--- config.mk ---
export PLATFORM = sky130hd
export DESIGN_NAME = huffman_symbol_counter
export DESIGN_NICKNAME = d
export VERILOG_FILES = /design/src/rtl/huffman_symbol_counter.sv
export SDC_FILE = /design/constraint.sdc
export NUM_CORES = 1
export LEC_CHECK = 0
export CORE_AREA = 2 2 107 151
export CTS_CLUSTER_DIAMETER = 200
export CTS_CLUSTER_SIZE = 16
export DETAILED_ROUTE_END_ITERATION = 10
export DIE_AREA = 0 0 109 153
export PLACE_DENSITY = 0.76
export SYNTH_ARGS = -nofsm -noshare
export SYNTH_HDL_FRONTEND = slang
export SYNTH_SLANG_ARGS = --single-unit
--- constraint.sdc ---
create_clock -name clk -period 5.3 [get_ports clk]
set_input_delay 1.325 -clock clk [delete_from_list [all_inputs] [get_ports clk]]
set_output_delay 1.325 -clock clk [all_outputs]
set_load 0.005 [all_outputs]
--- src/rtl/huffman_symbol_counter.sv ---
// Histogram front-end of the Huffman datapath: counts symbols 1..6 over one
// frame, then packs the non-zero counts into slots O1..O6 for the sorter.
module huffman_symbol_counter #(
   parameter int unsigned N_PIX = 100
) (
   input  logic       clk,
   input  logic       reset,
   input  logic       gray_valid,
   input  logic [7:0] gray_data,
   output logic [7:0] CNT1,
   output logic [7:0] CNT2,
   output logic [7:0] CNT3,
   output logic [7:0] CNT4,
   output logic [7:0] CNT5,
   output logic [7:0] CNT6,
   output logic [7:0] O1,
   output logic [7:0] O2,
   output logic [7:0] O3,
   output logic [7:0] O4,
   output logic [7:0] O5,
   output logic [7:0] O6,
   output logic [2:0] sym1,
   output logic [2:0] sym2,
   output logic [2:0] sym3,
   output logic [2:0] sym4,
   output logic [2:0] sym5,
   output logic [2:0] sym6,
   output logic [2:0] num,
   output logic       bad_sym,
   output logic       CNT_valid
);

   typedef enum logic [1:0] {
      COUNT = 2'd0,
      PACK  = 2'd1,
      DONE  = 2'd2
   } state_t;

   localparam logic [7:0] LAST_IDX = 8'(N_PIX - 1);
   localparam logic [2:0] LAST_SYM = 3'd5;

   state_t     state;
   state_t     state_nxt;

   logic [7:0] cnt [6];
   logic [7:0] slot [6];
   logic [2:0] owner [6];
   logic [7:0] pix_cnt;
   logic [2:0] wp;
   logic [2:0] idx;

   logic       accept;
   logic       legal;
   logic [2:0] sel;
   logic       frame_end;

   assign accept    = (state == COUNT) && gray_valid;
   assign legal     = (gray_data >= 8'd1) && (gray_data <= 8'd6);
   assign sel       = gray_data[2:0] - 3'd1;
   assign frame_end = accept && (pix_cnt == LAST_IDX);

   always_ff @(posedge clk) begin
      if (reset) begin
         state <= COUNT;
      end else begin
         state <= state_nxt;
      end
   end

   // NOTE: combinational block assigns every output first, so no path can infer a latch.
   always_comb begin
      state_nxt = state;
      case (state)
         COUNT:   if (frame_end) state_nxt = PACK;
         PACK:    if (idx == LAST_SYM) state_nxt = DONE;
         DONE:    state_nxt = DONE;
         default: state_nxt = COUNT;
      endcase
   end

   // NOTE: sequential state uses non-blocking assignments so every register samples pre-edge values.
   always_ff @(posedge clk) begin
      if (reset) begin
         // NOTE: the small count/slot arrays are flops, not RAM, so they are cleared like any register.
         for (int k = 0; k < 6; k++) begin
            cnt[k]   <= 8'd0;
            slot[k]  <= 8'd0;
            owner[k] <= 3'd0;
         end
         pix_cnt   <= 8'd0;
         wp        <= 3'd0;
         idx       <= 3'd0;
         num       <= 3'd0;
         bad_sym   <= 1'b0;
         CNT_valid <= 1'b0;
      end else begin
         if (accept) begin
            pix_cnt <= pix_cnt + 8'd1;
            if (legal) begin
               if (cnt[sel] != 8'hFF) cnt[sel] <= cnt[sel] + 8'd1;
            end else begin
               bad_sym <= 1'b1;
            end
         end

         // One symbol per PACK cycle; zero counts are skipped so slots stay contiguous.
         if (state == PACK) begin
            idx <= idx + 3'd1;
            if (cnt[idx] != 8'd0) begin
               slot[wp]  <= cnt[idx];
               owner[wp] <= idx + 3'd1;
               wp        <= wp + 3'd1;
               num       <= num + 3'd1;
            end
         end

         CNT_valid <= (state == DONE);
      end
   end

   assign CNT1 = cnt[0];
   assign CNT2 = cnt[1];
   assign CNT3 = cnt[2];
   assign CNT4 = cnt[3];
   assign CNT5 = cnt[4];
   assign CNT6 = cnt[5];

   assign O1 = slot[0];
   assign O2 = slot[1];
   assign O3 = slot[2];
   assign O4 = slot[3];
   assign O5 = slot[4];
   assign O6 = slot[5];

   assign sym1 = owner[0];
   assign sym2 = owner[1];
   assign sym3 = owner[2];
   assign sym4 = owner[3];
   assign sym5 = owner[4];
   assign sym6 = owner[5];

endmodule

# After elaboration in Yosys (flattened, before gate mapping)

Memory sizes are Yosys's and may differ from the RTL's. A register that Yosys moved wholly into a read port is not among the register bits.
Index checks and enable logic that the tools add are counted.

Bits of input ports: 11
Output and inout port bits: 119
Word-level logic and storage cells: 62
Flip-flop bits (word level): 21
Memories kept: 3
Memory bits (writable): 114

Memory list:

| memory | words | width | rd ports | clocked after memory_dff | wr ports | RTL line | RTL |
|---|---|---|---|---|---|---|---|
| cnt    | 6     | 8     | 8        | 1                        | 6        | 45       | `logic [7:0] cnt [6];` |
| slot   | 6     | 8     | 6        | 0                        | 6        | 46       | `logic [7:0] slot [6];` |
| owner  | 6     | 3     | 6        | 0                        | 6        | 47       | `logic [2:0] owner [6];` |

Multiplexer cells: 25
Bitwise gates (word level): 1
Eq/ne operators: 7
$lt $le $gt $ge: 2
$add $sub $neg: 6
Reduce and logical (&&, ||, !) cells: 11

Operator list:

| operator              | count |
|---|---|
| $mux W3               | 6 |
| $add A8 B1 Y8 const B | 2 |
| $mux W8               | 2 |
| $reduce_or A8 Y1      | 2 |
| $mux W1               | 14 |
| $add A3 B1 Y3 const B | 3 |
| $eq A8 B7 Y1 const B  | 1 |
| $ge A8 B1 Y1 const B  | 1 |
| $le A8 B3 Y1 const B  | 1 |
| $ne A8 B8 Y1 const B  | 1 |
| $reduce_bool A8 Y1    | 1 |
| $pmux W2 S3           | 1 |
| $reduce_and A2 Y1     | 3 |
| $mux W2               | 2 |
| $ne A2 B2 Y1 const B  | 2 |
| $eq A3 B3 Y1 const B  | 1 |
| $logic_and A1 B1 Y1   | 3 |
| $reduce_or A3 Y1      | 1 |
| $sub A3 B1 Y3 const B | 1 |
| $eq A2 B1 Y1 const B  | 1 |
| $eq A2 B2 Y1 const B  | 1 |
| $logic_not A2 Y1      | 1 |
| $not A1 Y1            | 1 |

# Longest topological paths before layout

Gate-level depths: netlist (run 1).
An unclocked memory read counts as a cell.

Depth after elaboration: 10
Mapped depth: 15
Depth with buffers taken out: 10

# Worst setup path after synthesis (run 1)

OpenSTA, ideal clock, no wires.

Path type: input to register
Start point: in gray_data[0]
End point: mem cnt[6][0], enable pin
Path slack: 0.229 ns
Data required time: 4.905 ns
Path buffers: 5
Library setup time: 0.395 ns
Stages: 15
Arrival: 4.677 ns
Cells stage by stage: buf_6 -> buf_6 -> inv_1 -> ha_1 -> buf_2 -> buf_2 -> mux4_2 -> mux2i_1 -> inv_1 -> ha_1 -> inv_1 -> a21o_1 -> o21ai_2 -> buf_2 -> nor4_1

RTL lines:

| what               | RTL line | RTL |
|---|---|---|
| start: declaration | 9        | `input logic [7:0] gray_data,` |
| end: declaration   | 45       |  |

==> results of run 1 <==
where the power goes:
part	internal, mW	switching (mW)	total, mW
clock	0.718	0.472	1.19
sequential	1.35	0.0265	1.37
combinational	0.121	0.126	0.247
total	2.19	0.625	2.81
how the worst max path moves through the flow:
stage | startpoint | end | slack (ns) | cells past startpoint
after floorplan | gray_data[0] | cnt[6][0] | 0.23 | 15
after global placement | gray_data[1] | cnt[3][7] | 0.48 | 10
after detailed placement | gray_data[1] | cnt[3][7] | 0.37 | 10
after CTS | gray_data[1] | cnt[3][7] | 0.78 | 10
after global routing | gray_data[1] | cnt[3][7] | 0.63 | 11
final | gray_data[1] | cnt[0][3] | 0.74 | 10
layer usage:
layer  track usage  part of all wire
met4        0.1300             0.049
met2        0.4096              0.53
met1        0.2709              0.36
met5             0                 0
met3       0.04819             0.066
cell usage in the layout (no fill, tap or decap), types with 21 or more instances in the layout:
cell / n
nand2_1: 27
edfxtp_1: 130
nor3_1: 42
mux4_2: 30
inv_1: 21
nor2_1: 35
dfxtp_1: 24
nor4_1: 50
buf_4: 22
clkdlybuf4s50_1: 129
cells by family (layout without fill, tap and decap cells):
| kind of cell | count (synthesis) | in the layout |
|---|---|---|
| fa+ha+maj | 12 | 12 |
| buf+inv | 62 | 204 |
| compound gates | 40 | 40 |
| xor+xnor | 15 | 15 |
| mux | 53 | 53 |
| simple gates | 199 | 199 |
| flops | 154 | 154 |
cell usage after synthesis (2+ instances only):
cell type	count
buf_6	5
o2111ai_1	2
and2_1	3
mux2_1	2
nand3_1	9
nand2_1	27
nor2_1	35
mux2i_1	17
a21o_1	2
buf_2	13
a21oi_1	6
o21ai_2	2
buf_4	2
xor2_1	8
nor2b_1	6
o31ai_1	6
or4_1	2
o21ai_0	7
or2_2	3
nor4_1	50
dfxtp_1	24
mux4_1	2
clkbuf_1	16
buf_1	4
xnor2_1	6
a2111oi_2	2
nor3_1	42
mux2_2	2
nand2b_1	10
or3_1	2
ha_1	12
edfxtp_1	130
a211oi_1	4
nand4_1	4
mux4_2	30
inv_1	21
through the flow:
| stage | hold WS [ns] | area (µm²) | util |
|---|---|---|---|
| 2_1_floorplan | 0.4604 | 7263 | - |
| 3_3_place_gp | 0.4699 | 8738 | 0.5698 |
| 3_5_place_dp | 0.4987 | 8738 | 0.5698 |
| 4_1_cts | 0.5160 | 9325 | 0.6080 |
| 5_1_grt | 0.5274 | 9325 | 0.6080 |
| 6_report | 0.5051 | 9325 | 0.6080 |
state kept, by name, summed over array words and instances (netlist names), named ones only:
register   cells
CNT_valid      1
bad_sym        1
cnt           64
idx            3
num            3
owner         18
pix_cnt        8
slot          48
state          2
wp             3
critical path, stage by stage:
cell and delay, ns:
clkdlybuf4s50_1 0.52, inv_1 0.09, ha_1 0.48, buf_4 0.31, mux4_2 0.24, nand3_1 0.14
a22o_1 0.34, o21ai_2 0.81, buf_4 0.34, nor3_1 0.07
area by class of cell:
class / count / share of cell area
Multi-Input combinational cell: 319 / 0.2760
Clock inverter: 8 / 0.008855
Clock buffer: 24 / 0.05407
Tap cell: 196 / 0.02630
Sequential cell: 154 / 0.4701
Inverter: 21 / 0.008453
Timing Repair Buffer: 151 / 0.1562
==> impl_metrics.json, run 1 <==
{
  "r2r_slack_ns": 1.65,
  "avgSynthCellArea_um2": 13.58,
  "power_leakage_nw": 3.190,
  "cts_root_buffer": "clkbuf_16",
  "power_density_nw_per_um2": 301.5,
  "slew_violations": 0,
  "ys_seq_area_frac": 0.6036,
  "grt_pass1_wl_um": 29140,
  "antenna_found_initial": 0,
  "clk_pin_slew_ns": 0.06,
  "drive_gt1_frac": 0.1374,
  "slew_headroom": 0.3414,
  "ctsHoldBuffers": 0,
  "avgViaCountPerCell": 5.946,
  "syn_to_final_growth_pct": 28.39,
  "layout.area.seq_um2": 4384,
  "synth_cell_type_count": 53,
  "worst_slew_pin_slew_ns": 0.9878,
  "synthMuxAreaShare": 0.1299,
  "synth_compound_area_frac": 0.04152,
  "hold_viol": 0,
  "yosys.area.top_type": "edfxtp_1",
  "syn_inst": 535,
  "dp_slack_ns": 0.3676,
  "reg2reg_depth": 6,
  "num_vias": 5191,
  "synth_top_cell_area_share": 0.5375,
  "power_mw": 2.812,
  "synth_xor_area_frac": 0.01912,
  "grt_setup_unrepaired": "no",
  "startpoint_type": "input port",
  "dieWidth_um": 109,
  "grt_overflow_total": 0,
  "crit_type": "input port to register",
  "io_pins": 130,
  "cts_resized": 0,
  "globalplace.congestion": 0.9739,
  "ys_ff_latch": 154,
  "crit_path_end_kind": "register",
  "hpwl_um": 14250,
  "dieArea_um2": 16680,
  "yosys_warnings": 0,
  "routedWlPerCell_um": 21.97,
  "setup_viol": 0,
  "clk_latency_ns": 0.42,
  "io_buffers": 129,
  "cts_tree": "built",
  "reg2reg_to": "slot[3][6]",
  "synth_top_family_by_area": "simple AND/OR/NAND/NOR gates",
  "route.final.wire_length_um": 19180,
  "grt_max_degree": 50,
  "antenna_left": 0,
  "grt_pass1_vias": 5045,
  "async_flop_share": 0,
  "setup_tns_ns": 0,
  "diodes": 0,
  "min_path_type": "register to register",
  "num-fill-cells": 1195,
  "syn-num-nets": 558,
  "htree_num_levels": 4,
  "netlist_area_um2": 7263,
  "clock_skew_ns": 0.01471,
  "dr.pass1.iters": 5,
  "die_y_um": 153,
  "synth_area_leaders": "edfxtp_1 (54%), mux4_2 (9.3%), dfxtp_1 (6.6%), nor4_1 (4.3%), nor3_1 (2.9%)",
  "post_cts_buffers": 0,
  "synthFlopType": "edfxtp_1",
  "path_max_fanout": 22,
  "fin_crit_ns": 4.561,
  "initial_core_util": 0.4736,
  "dp.cells": 841,
  "nets": 687,
  "ir_drop_mv": 0.2126,
  "clock.fmax_mhz": 219.3,
  "drtIter0Drc": 275,
  "yosys.area_share.simple": 0.1432,
  "multi_input_area_um2": 2574,
  "drc_errors": 0,
  "synth-adder-area-share": 0.02067,
  "setup_slack_ns": 0.7390,
  "synth_edf_count": 130,
  "fin_cells": 873,
  "clock_sinks": 154,
  "critPathRequiredTime_ns": 5.43,
  "maxCapViolations": 0,
  "cts_buffers": 17,
  "grtUsageTotal": 0.2376,
  "cts_buffer_depth": 2,
  "rows": 54,
  "arrival_ns": 4.69,
  "period_share": 0.8606,
  "core_um2": 15340,
  "hold_end": "bad_sym",
  "worstHoldStart": "bad_sym",
  "min_path_cells": 2,
  "status": "finished, final reports clean"
}
(Power assumes the default switching activity.)
==> inputs of run 2 (changes only) <==
Settings changed: HOLD_SLACK_MARGIN set to 0.1.
==> results of run 2 <==
The final DEF is identical to that of run 1; final timing and power are the same.
==> inputs of run 3 (changes only) <==
Settings changed: CTS_CLUSTER_SIZE 16 to not set, PLACE_DENSITY 0.76 to not set, PLACE_DENSITY_LB_ADDON set to 0.08, SLEW_MARGIN set to 20.
==> run 3 against run 2 <==
Against the previous run:
- clock skew down 0.0024 ns
- final cell count grew 0.34%
- via count shrank 0.91%
- worst setup slack worse by 0.0078 ns
- critical path type unchanged
- critical endpoint is now cnt[2][0]
- largest cell class unchanged
==> impl_metrics.json, run 3 (same netlist as run 1, synthesis figures left out) <==
{
  "reg_top3": "cnt (64), slot (48), owner (18)",
  "core_um2": 15340,
  "clk_latency_ns": 0.42,
  "dp_slack_ns": 0.3443,
  "diodes": 0,
  "htree_num_levels": 4,
  "pwr-share-seq": 0.492,
  "drc_errors": 0,
  "holdWs_ns": 0.4942,
  "clock_skew_ns": 0.01229,
  "slowest_stage": "mux4_2",
  "grt_pass1_vias": 5169,
  "grtUsageTotal": 0.2440,
  "path_max_fanout": 29,
  "cts_buffers": 17,
  "grt_overflow_total": 0,
  "grt_pass1_wl_um": 30000,
  "grt_setup_unrepaired": "no",
  "fin_crit_ns": 4.569,
  "dieWidth_um": 109,
  "drive_gt1_frac": 0.1471,
  "io_buffers": 129,
  "min_path_type": "register to register",
  "slew_headroom": 0.3189,
  "p_int_mw": 2.101,
  "clock_sinks": 154,
  "dr.pass1.iters": 5,
  "status": "finished, final reports clean",
  "initial_core_util": 0.4736,
  "route.final.wire_length_um": 19580,
  "post_cts_buffers": 0,
  "routedWlPerCell_um": 22.35,
  "cts_root_buffer": "clkbuf_16",
  "drtIter0Drc": 295,
  "placed_area_um2": 8761,
  "maxCapViolations": 0,
  "p_sw_frac": 0.2456,
  "clk_pin_slew_ns": 0.07,
  "ir_drop_mv": 0.2048,
  "hold_viol": 0,
  "power_density_nw_per_um2": 298.4,
  "crit_type": "input port to register",
  "num_vias": 5144,
  "power_leakage_nw": 3.197,
  "largest_register": "cnt",
  "layout_common_cells": "edfxtp_1 (130), clkdlybuf4s50_1 (129), nor4_1 (50)",
  "setup_tns_ns": 0,
  "hpwl_um": 14780,
  "startpoint_type": "input port",
  "antenna_found_initial": 0,
  "cts_resized": 0,
  "rows": 54,
  "layout_commonest_cell": "edfxtp_1",
  "period_share": 0.8620,
  "r2r_slack_ns": 1.44,
  "clkPwrFrac": 0.418,
  "cpMostUsedCell": "buf_4",
  "arrival_ns": 4.70,
  "max_stage_delay_ns": 0.57,
  "design_area_um2": 9335,
  "power.switching_uw": 684.0,
  "dieArea_um2": 16680,
  "avgViaCountPerCell": 5.872,
  "largest_register_ffs": 64,
  "cp_cell_sequence": "clkdlybuf4s50_1, buf_4, mux4_2, mux2i_1, inv_1, ha_1, inv_1, a21o_1, o21ai_2, buf_4, o21ai_0, buf_4",
  "grt_max_degree": 48,
  "worstHoldStart": "bad_sym",
  "setup_viol": 0,
  "clock.fmax_mhz": 218.9,
  "crit_path_end_kind": "register",
  "crit_path_start": "gray_data[0]",
  "critPathRequiredTime_ns": 5.43,
  "globalplace.congestion": 0.9745,
  "io_pins": 130,
  "power_mw": 2.785,
  "nets": 690,
  "die_y_um": 153,
  "setup_slack_ns": 0.7312,
  "cts_tree": "built",
  "worst_slew_pin_slew_ns": 1.011,
  "cts_buffer_depth": 2,
  "syn_to_final_growth_pct": 28.53,
  "slew_violations": 0,
  "pwr-share-comb": 0.090,
  "antenna_left": 0,
  "ctsHoldBuffers": 0
}
-- run 3: changes by cell type in the layout (fill, tap and decap cells not counted) --
| cell | change |
|---|---|
| buf_4 | +3 |
| bufinv_16 | -1 |
| clkbuf_1 | -4 |
| clkbuf_16 | -2 |
| clkinv_2 | -1 |
| clkinv_4 | +3 |
| clkinv_8 | +2 |
| inv_6 | +2 |
| inv_8 | +1 |
-- run 3: path summary, 6_finish.rpt --
check,end,cells after the start
worst max-delay path,cnt[2][0],12
worst min-delay path,bad_sym,2
worst max register to register,slot[1][4],7
worst min register to register,bad_sym,2
-- run 3: stage by stage --
stage,utilization,instances
6_report,0.6087,876
5_1_grt,0.6087,876
4_1_cts,0.6087,876
3_5_place_dp,0.5712,844
3_3_place_gp,0.5712,844
2_1_floorplan,-,535
-- run 3: area by class of cell --
class / count / area [µm²]
repair buffers: 154 / 1479
flip-flops and latches: 154 / 4384
inverters: 21 / 78.83
multi-input cells: 319 / 2574
clock inverters: 14 / 135.1
fillers: 1226 / 6002
well taps: 196 / 245.2
clock buffers: 18 / 439.2
-- run 3: critical path: cells and delay by family --
| family | cells | cell delay [ns] |
|---|---|---|
| adder cells (fa/ha/maj) | 1 | 0.20 |
| AO/OA/AOI/OAI | 3 | 0.66 |
| buffers and inverters | 6 | 1.54 |
| multiplexers | 2 | 0.94 |
-- run 3: per-layer routing --
metal  track usage  routed length (µm)  vias to the layer above
li1              -                   -                     2336
met3       0.04307                1113                       53
met1        0.2701                6819                     2523
met2        0.4428               10730                      232
met5             0                   0                        -
met4        0.1142                 919                        0
-- run 3: power by group through the flow --
stage	clock network, mW	logic [mW]	registers [mW]
floorplan	0	0.109	1.39
global placement	0	0.247	1.40
detailed placement	0	0.250	1.40
CTS	1.17	0.252	1.37
global route	1.22	0.268	1.37
finish	1.16	0.251	1.37
